[src/rtl/peripheral_divider.sv]
// Memory-mapped unsigned restoring divider: one quotient bit per clock,
// software starts it through CTRL and polls the status bits for completion.
module peripheral_divider #(
  parameter int WIDTH = 32,
  parameter int CNT_W = 6
) (
  input  logic        clk,
  input  logic        rst,
  input  logic [31:0] d_in,
  input  logic        cs,
  input  logic [4:0]  addr,
  input  logic        rd,
  input  logic        wr,
  output logic [31:0] d_out
);

  typedef enum logic [1:0] {IDLE, RUN, DONE} state_t;

  state_t           state;
  logic [WIDTH-1:0] dividend_reg;
  logic [WIDTH-1:0] divisor_reg;
  logic [WIDTH-1:0] quotient_reg;
  logic [WIDTH-1:0] remainder_reg;
  logic [WIDTH-1:0] work_dividend;
  logic [WIDTH-1:0] work_divisor;
  logic [WIDTH-1:0] rem_acc;
  logic [WIDTH-1:0] q_acc;
  logic [CNT_W-1:0] cnt;
  logic             busy;
  logic             done;
  logic             div0;

  logic [2:0]       reg_sel;
  logic             wr_en;
  logic             rd_en;
  logic             start;
  logic [WIDTH:0]   trial;
  logic             borrow;
  logic [WIDTH-1:0] rem_next;
  logic [WIDTH-1:0] q_next;
  logic [31:0]      rd_data;

  assign reg_sel = addr[4:2];
  assign wr_en   = cs & wr;
  assign rd_en   = cs & rd;
  assign start   = wr_en && (reg_sel == 3'd2) && d_in[0] && (state != RUN);

  // rem_acc < divisor always holds, so a WIDTH+1 bit subtract gives a clean borrow in the top bit.
  assign trial    = {rem_acc, work_dividend[WIDTH-1]} - {1'b0, work_divisor};
  assign borrow   = trial[WIDTH];
  assign rem_next = borrow ? {rem_acc[WIDTH-2:0], work_dividend[WIDTH-1]} : trial[WIDTH-1:0];
  assign q_next   = {q_acc[WIDTH-2:0], ~borrow};

  always_comb begin
    rd_data = 32'd0;
    case (reg_sel)
      3'd0:    rd_data = 32'(dividend_reg);
      3'd1:    rd_data = 32'(divisor_reg);
      3'd2:    rd_data = {29'd0, div0, done, busy};
      3'd3:    rd_data = 32'(quotient_reg);
      3'd4:    rd_data = 32'(remainder_reg);
      default: rd_data = 32'd0;
    endcase
  end

  always_ff @(posedge clk or posedge rst) begin
    if (rst) begin
      state         <= IDLE;
      dividend_reg  <= '0;
      divisor_reg   <= '0;
      quotient_reg  <= '0;
      remainder_reg <= '0;
      work_dividend <= '0;
      work_divisor  <= '0;
      rem_acc       <= '0;
      q_acc         <= '0;
      cnt           <= '0;
      busy          <= 1'b0;
      done          <= 1'b0;
      div0          <= 1'b0;
      d_out         <= 32'd0;
    end else begin
      if (rd_en)
        d_out <= rd_data;

      if (wr_en && reg_sel == 3'd0)
        dividend_reg <= d_in[WIDTH-1:0];
      if (wr_en && reg_sel == 3'd1)
        divisor_reg <= d_in[WIDTH-1:0];

      case (state)
        IDLE, DONE: begin
          if (start) begin
            state         <= RUN;
            work_dividend <= dividend_reg;
            work_divisor  <= divisor_reg;
            rem_acc       <= '0;
            q_acc         <= '0;
            cnt           <= CNT_W'(WIDTH);
            busy          <= 1'b1;
            done          <= 1'b0;
            div0          <= (divisor_reg == '0);
          end
        end
        RUN: begin
          rem_acc       <= rem_next;
          q_acc         <= q_next;
          work_dividend <= work_dividend << 1;
          cnt           <= cnt - 1'b1;
          // The final step's results go straight to the result registers.
          if (cnt == CNT_W'(1)) begin
            state         <= DONE;
            quotient_reg  <= q_next;
            remainder_reg <= rem_next;
            busy          <= 1'b0;
            done          <= 1'b1;
          end
        end
        default: state <= IDLE;
      endcase
    end
  end

endmodule

[config.mk]
export PLATFORM = sky130hd
export DESIGN_NAME = peripheral_divider
export DESIGN_NICKNAME = d
export VERILOG_FILES = /design/src/rtl/peripheral_divider.sv
export SDC_FILE = /design/constraint.sdc
export NUM_CORES = 1
export LEC_CHECK = 0
export CELL_PAD_IN_SITES_DETAIL_PLACEMENT = 1
export CELL_PAD_IN_SITES_GLOBAL_PLACEMENT = 1
export CORE_AREA = 2 2 206 208
export DETAILED_ROUTE_END_ITERATION = 8
export DIE_AREA = 0 0 208 210
export PLACE_DENSITY = 0.67
export SETUP_SLACK_MARGIN = 0.4
export SLEW_MARGIN = 5
export SYNTH_ARGS = -nofsm -noshare
export SYNTH_HDL_FRONTEND = slang
export SYNTH_SLANG_ARGS = --single-unit
[constraint.sdc]
create_clock -name clk -period 8.75 [get_ports clk]
set_clock_uncertainty 0.1 [all_clocks]
set_input_delay 0.875 -clock clk [delete_from_list [all_inputs] [get_ports clk]]
set_output_delay 0.875 -clock clk [all_outputs]
set_load 0.1 [all_outputs]
==> impl_metrics.env, run 1 <==
export IMPL_slew_headroom=0.2760
export IMPL_die_w_um=208
export IMPL_max_freq_mhz=237.9
export IMPL_final_util=0.4029
export IMPL_yosysTopAreaCell="dfrtp_1"
export IMPL_layout_drive_gt1_share=0.1036
export IMPL_yosys_register_bits=298
export IMPL_synthTopCellsByCount="298 x dfrtp_1, 270 x nand2_1, 116 x nor2_1"
export IMPL_avgSynthCellArea_um2=9.582
export IMPL_peakVddDrop_mv=0.1754
export IMPL_cts_tree="built"
export IMPL_num_rows=75
export IMPL_grt_first_pass_wirelength_um=69580
export IMPL_clockBufferDepth=3
export IMPL_synth_cell_type_count=57
export IMPL_ios=74
export IMPL_cts_resized=0
export IMPL_nets=1598
export IMPL_start_util=0.3463
export IMPL_ys_warn_count=0
export IMPL_finalCriticalPeriod_ns=4.204
export IMPL_yosys_top_cells_area="dfrtp_1 52%, nand2_1 7.1%, mux2_2 5.0%"
export IMPL_slew_viol_final=0
export IMPL_hold_buffers=0
export IMPL_setup_viol=0
export IMPL_antenna_found_initial=0
export IMPL_vias_per_cell=5.417
export IMPL_syn_nets=1576
export IMPL_placed_area_um2=15540
export IMPL_post_dp_hpwl_um=27370
export IMPL_ant_nets=0
export IMPL_hold_viol_final=0
export IMPL_grt_overflow=0
export IMPL_die_h_um=210
export IMPL_place_inst=2024
export IMPL_tns_ns=0
export IMPL_p_per_area_nw_per_um2=357.0
export IMPL_io_buffer_count=71
export IMPL_vias=11290
export IMPL_syn_inst=1499
export IMPL_synth_edf_count=0
export IMPL_clk_latency_ns=0.53
export IMPL_routabilityCongestion=0.8158
export IMPL_async_flop_share=1.000
export IMPL_synth_ff_type="dfrtp_1"
export IMPL_dieArea_um2=43680
export IMPL_synth_area_um2=14360
export IMPL_cts_setup_buffers=0
export IMPL_rsz0062_at_grt="no"
export IMPL_fin_cells=2084
export IMPL_cts_sinks=298
export IMPL_cap_violations=0
export IMPL_core_area_um2=41480
export IMPL_critPathMaxStageDelay_ns=0.56
export IMPL_critical_path_endpoint_type="flip-flop"
export IMPL_multiInputGateArea_um2=6406
export IMPL_slowest_stage="or4_4"
export IMPL_area_growth_pct=16.33
export IMPL_crit_chain="ha_1 -> nand4_1 -> or4_4 -> o21bai_1 -> o311ai_1 -> o21bai_1 -> o31ai_2 -> xor2_4 -> buf_4 -> mux2i_1 -> o21ai_1"
export IMPL_holdCritPathClass="flip-flop to flip-flop"
export IMPL_clkTransAtPathRegs_ns=0.06
export IMPL_grt_start_max_net_pins=169
export IMPL_cp_data_required_time_ns=9.03
export IMPL_drc=0
export IMPL_ys_seq_area_frac=0.5192
export IMPL_grt_pass1_vias=12090
export IMPL_critPathMaxFanout=26
export IMPL_diodes=0
export IMPL_cp_arrival_ns=4.48
export IMPL_h_tree_depth=2
export IMPL_globalRouteTotalUtil=0.2021
export IMPL_synth_top_cell_area_share=0.5192
export IMPL_synthMostInstantiatedCell="dfrtp_1"
export IMPL_dr_first_iter_drc_count=622
export IMPL_p_leak_nw=7.442
export IMPL_status="finished clean"
export IMPL_tightest_slew_ns=1.086
export IMPL_firstDrtPassIters=5
export IMPL_clock_root_buffer="clkbuf_16"
export IMPL_seq_area_um2=7457
export IMPL_crit_top_cell="o21bai_1"
export IMPL_fin_area_um2=16710
export IMPL_start_kind="flip-flop"
export IMPL_crit_type="flip-flop to flip-flop"
export IMPL_drt_wl_total_um=43390
export IMPL_worst_hold_slack_ns=0.3806
export IMPL_n_fill_cell=4662
export IMPL_period_share=0.4805
export IMPL_numCtsBuffers=34
export IMPL_wl_per_cell_um=20.82
==> through the flow <==
stage | total power [mW] | worst slack [ns]
finish | 5.965 | 4.546
detailed placement | 4.491 | 4.454
global placement | 4.403 | 4.547
CTS | 6.027 | 4.484
global route | 6.376 | 4.241
floorplan | 3.837 | 3.816
==> cells by family after synthesis <==
logic type / count (synthesis) / synth area share
and+or+nand+nor: 488 / 0.1427
AOI/OAI and AO/OA: 387 / 0.1617
DFF: 298 / 0.5192
buffers and inverters: 145 / 0.04068
muxes: 116 / 0.08650
adders and majority gates: 35 / 0.03101
xor gates and xnor gates: 30 / 0.01829
==> cell type report <==
class | instances | area share
clock buffers | 52 | 0.06297
clock inverters | 8 | 0.006889
inverters | 42 | 0.009659
multi-input cells | 1056 | 0.3834
flip-flops and latches | 298 | 0.4463
well taps | 539 | 0.04036
repair buffers | 89 | 0.05047
==> per-layer routing <==
| layer | share of wire | up-vias | GRT usage |
|---|---|---|---|
| met1 | 0.46 | 5768 | 0.2773 |
| met2 | 0.48 | 207 | 0.3370 |
| met3 | 0.040 | 64 | 0.02682 |
| li1 | - | 5251 | - |
| met5 | 0 | - | 0 |
| met4 | 0.021 | 0 | 0.05600 |
==> power by group <==
part	total (mW)	internal [mW]	switching (mW)	leakage (nW)
logic	2.39	0.871	1.52	3.12
clock network	1.50	0.917	0.584	0.578
registers	2.08	1.78	0.298	3.74
total	5.97	3.57	2.40	7.44
==> path summary, 6_finish.rpt <==
check,start,to,slack [ns],cells after the start
worst min-delay path,q_acc[30]$_DFFE_PP0P_,quotient_reg[31]$_DFFE_PP0P_,0.38,2
min in group asynchronous,rst,quotient_reg[16]$_DFFE_PP0P_,0.79,3
worst max register to register,rem_acc[16]$_DFFE_PP0P_,rem_acc[1]$_DFFE_PP0P_,4.55,11
max in group asynchronous,rst,quotient_reg[30]$_DFFE_PP0P_,6.33,4
worst max-delay path,rem_acc[16]$_DFFE_PP0P_,rem_acc[1]$_DFFE_PP0P_,4.55,11
worst min register to register,q_acc[30]$_DFFE_PP0P_,quotient_reg[31]$_DFFE_PP0P_,0.38,2
==> worst max-delay path: cells and delay by family, from the launching register on <==
family          cells  cell delay (ns)
compound gates      5             0.96
xor+xnor            1             0.53
fa+ha+maj           1             0.46
buf+inv             1             0.49
flops               1             0.40
mux                 1             0.39
simple gates        2             0.72
==> placed cells by master (no fill, tap or decap), drive strengths merged, types with 18 or more instances in the layout <==
master / instances
buf: 21
dfrtp: 298
nand3: 39
o22ai: 48
a31oi: 27
a21o: 19
clkdlybuf4s50: 68
mux2i: 51
o21ai: 159
nand2: 270
inv: 41
a22oi: 26
nor2: 116
ha: 34
mux2: 65
clkbuf: 52
xnor2: 18
a21oi: 58
Note: power is estimated with default switching activity, not from simulation.
==> run 2, diff against run 1 <==
Clock period 8.75 ns to 3.6 ns, I/O delays scaled along.
==> run 2 against run 1 <==
Effect of this change: hold slack got worse by 0.20 ns; non-clock buffer count rose by 57; global-route usage rose by 1.0 points; die area did not move; first-iteration DRC count rose by 4.7%; critical path depth rose by 4; final area rose by 6.1%; flip-flop and latch count did not move; total power rose to 2.7 times the previous value; fmax rose by 24%; utilization rose by 2.5 points; clock power rose by 130%.
==> impl_metrics.env, run 2 (synthesis gave the netlist of run 1 again) <==
export IMPL_die_h_um=210
export IMPL_post_dp_hpwl_um=30740
export IMPL_crit_type="flip-flop to flip-flop"
export IMPL_tightest_slew_ns=1.047
export IMPL_ant_nets=0
export IMPL_wl_per_cell_um=21.56
export IMPL_clk_latency_ns=0.52
export IMPL_h_tree_depth=2
export IMPL_rsz0062_at_grt="yes"
export IMPL_clockBufferDepth=3
export IMPL_total_power_mw=16.39
export IMPL_worst_path_buf_inv=4
export IMPL_seq_area_um2=7458
export IMPL_clock_root_buffer="clkbuf_16"
export IMPL_firstDrtPassIters=5
export IMPL_drt_wl_total_um=46190
export IMPL_start_kind="flip-flop"
export IMPL_period_share=0.9439
export IMPL_drc=0
export IMPL_cts_sinks=298
export IMPL_clkTransAtPathRegs_ns=0.06
export IMPL_start_util=0.3463
export IMPL_n_fill_cell=4634
export IMPL_holdCritPathClass="input port to asynchronous set/reset pin"
export IMPL_cts_tree="built"
export IMPL_mostFrequentLayoutCell="dfrtp_1"
export IMPL_setup_viol=0
export IMPL_ios=74
export IMPL_grt_first_pass_wirelength_um=72630
export IMPL_status="finished clean"
export IMPL_antenna_found_initial=0
export IMPL_p_per_area_nw_per_um2=924.5
export IMPL_vias_per_cell=5.413
export IMPL_area_growth_pct=23.44
export IMPL_diodes=0
export IMPL_grt_pass1_vias=12460
export IMPL_dieArea_um2=43680
export IMPL_core_area_um2=41480
export IMPL_reg2reg_depth=15
export IMPL_grt_overflow=0
export IMPL_layout_drive_gt1_share=0.1683
export IMPL_final_cell_mix="297 x dfrtp_1, 267 x nand2_1, 114 x nor2_1"
export IMPL_tns_ns=0
export IMPL_vias=11600
export IMPL_peakVddDrop_mv=0.4174
export IMPL_crit_top_cell="buf_4"
export IMPL_p_leak_nw=7.788
export IMPL_cp_num_cells=15
export IMPL_critical_path_endpoint_type="flip-flop"
export IMPL_finalCriticalPeriod_ns=3.398
export IMPL_cp_arrival_ns=3.75
export IMPL_nets=1655
export IMPL_globalRouteTotalUtil=0.2124
export IMPL_critPathMaxStageDelay_ns=0.41
export IMPL_crit_family="compound AO/OA/AOI/OAI gates"
export IMPL_crit_chain="ha_4 -> inv_2 -> fa_2 -> a21o_1 -> a311oi_2 -> buf_4 -> or2_4 -> o311ai_4 -> o21bai_4 -> o31ai_4 -> xor2_4 -> buf_4 -> buf_12 -> mux2_4 -> o21ai_1"
export IMPL_numCtsBuffers=34
export IMPL_dr_first_iter_drc_count=651
export IMPL_io_buffer_count=71
export IMPL_num_rows=75
export IMPL_die_w_um=208
export IMPL_slew_headroom=0.3001
export IMPL_max_freq_mhz=294.3
export IMPL_routabilityCongestion=0.8753
export IMPL_slowest_stage="dfrtp_1"
export IMPL_multiInputGateArea_um2=6895
export IMPL_slew_viol_final=0
export IMPL_cp_data_required_time_ns=3.95
export IMPL_hold_viol_final=0
export IMPL_cap_violations=0
export IMPL_critPathMaxFanout=8
export IMPL_grt_start_max_net_pins=93
-- run 2: cell count changes in the layout (fill, tap and decap cells not counted), sizes merged --
cell / before / now
buf: 21 / 77
clkinv: 5 / 7
bufinv: 3 / 0
clkbuf: 52 / 56
-- run 2: final cells by class --
cell class,count,share of cell area
Sequential cell,298,0.4206
Multi-Input combinational cell,1056,0.3889
Tap cell,539,0.03804
Clock buffer,55,0.06055
Timing Repair Buffer,146,0.08059
Inverter,42,0.009103
Clock inverter,7,0.002188
-- run 2: final timing paths --
path | startpoint | to | slack [ns]
setup / recovery | work_divisor[0]$_DFFE_PP0P_ | rem_acc[0]$_DFFE_PP0P_ | 0.20
hold / removal | rst | work_dividend[15]$_DFFE_PP0P_ | 0.18
setup reg to reg | work_divisor[0]$_DFFE_PP0P_ | rem_acc[0]$_DFFE_PP0P_ | 0.20
hold reg to reg | d_out[23]$_DFFE_PP0P_ | d_out[23]$_DFFE_PP0P_ | 0.38
max in group asynchronous | rst | q_acc[22]$_DFFE_PP0P_ | 2.31
min in group clk | d_in[13] | divisor_reg[13]$_DFFE_PP0P_ | 0.37
-- run 2: per-stage QoR --
stage	hold WS, ns	util	setup WS (ns)	cells	cell area [µm²]
2_1_floorplan	0.3386	-	-0.8191	1499	14370
3_3_place_gp	0.3581	0.3847	0.006323	2067	15960
3_5_place_dp	0.3674	0.3847	-0.08309	2067	15960
4_1_cts	0.1845	0.4210	0.1181	2136	17460
5_1_grt	0.2253	0.4275	0.07916	2143	17730
6_report	0.1763	0.4275	0.2018	2143	17730
-- run 2: repair_timing --
item	4_1_cts	5_1_grt
hold buffers	0	0
gates cloned	1	1
hold endpoints to repair	0	0
gates resized for setup	56	35
pin swaps	14	13
setup buffers	6	6
setup endpoints to repair	66	66
-- run 2: power breakdown --
group / total [mW] / leakage [nW] / internal [mW] / switching, mW
Sequential: 5.16 / 3.74 / 4.33 / 0.836
Clock: 3.45 / 0.553 / 2.04 / 1.40
Combinational: 7.78 / 3.49 / 3.40 / 4.39
-- run 2: routing by layer --
layer	share of wire	routed length (µm)	vias up	global-route usage
met5	0	0	-	0
met1	0.46	21100	5916	0.2850
met4	0.030	1364	0	0.07410
met3	0.035	1638	78	0.03054
met2	0.48	22090	217	0.3527
li1	-	-	5390	-
==> run 3, diff against run 2 <==
Settings changed: SKIP_LAST_GASP from default to 1.
==> results of run 3 <==
Same layout as run 2: the final DEF is identical, and so are final timing and power.
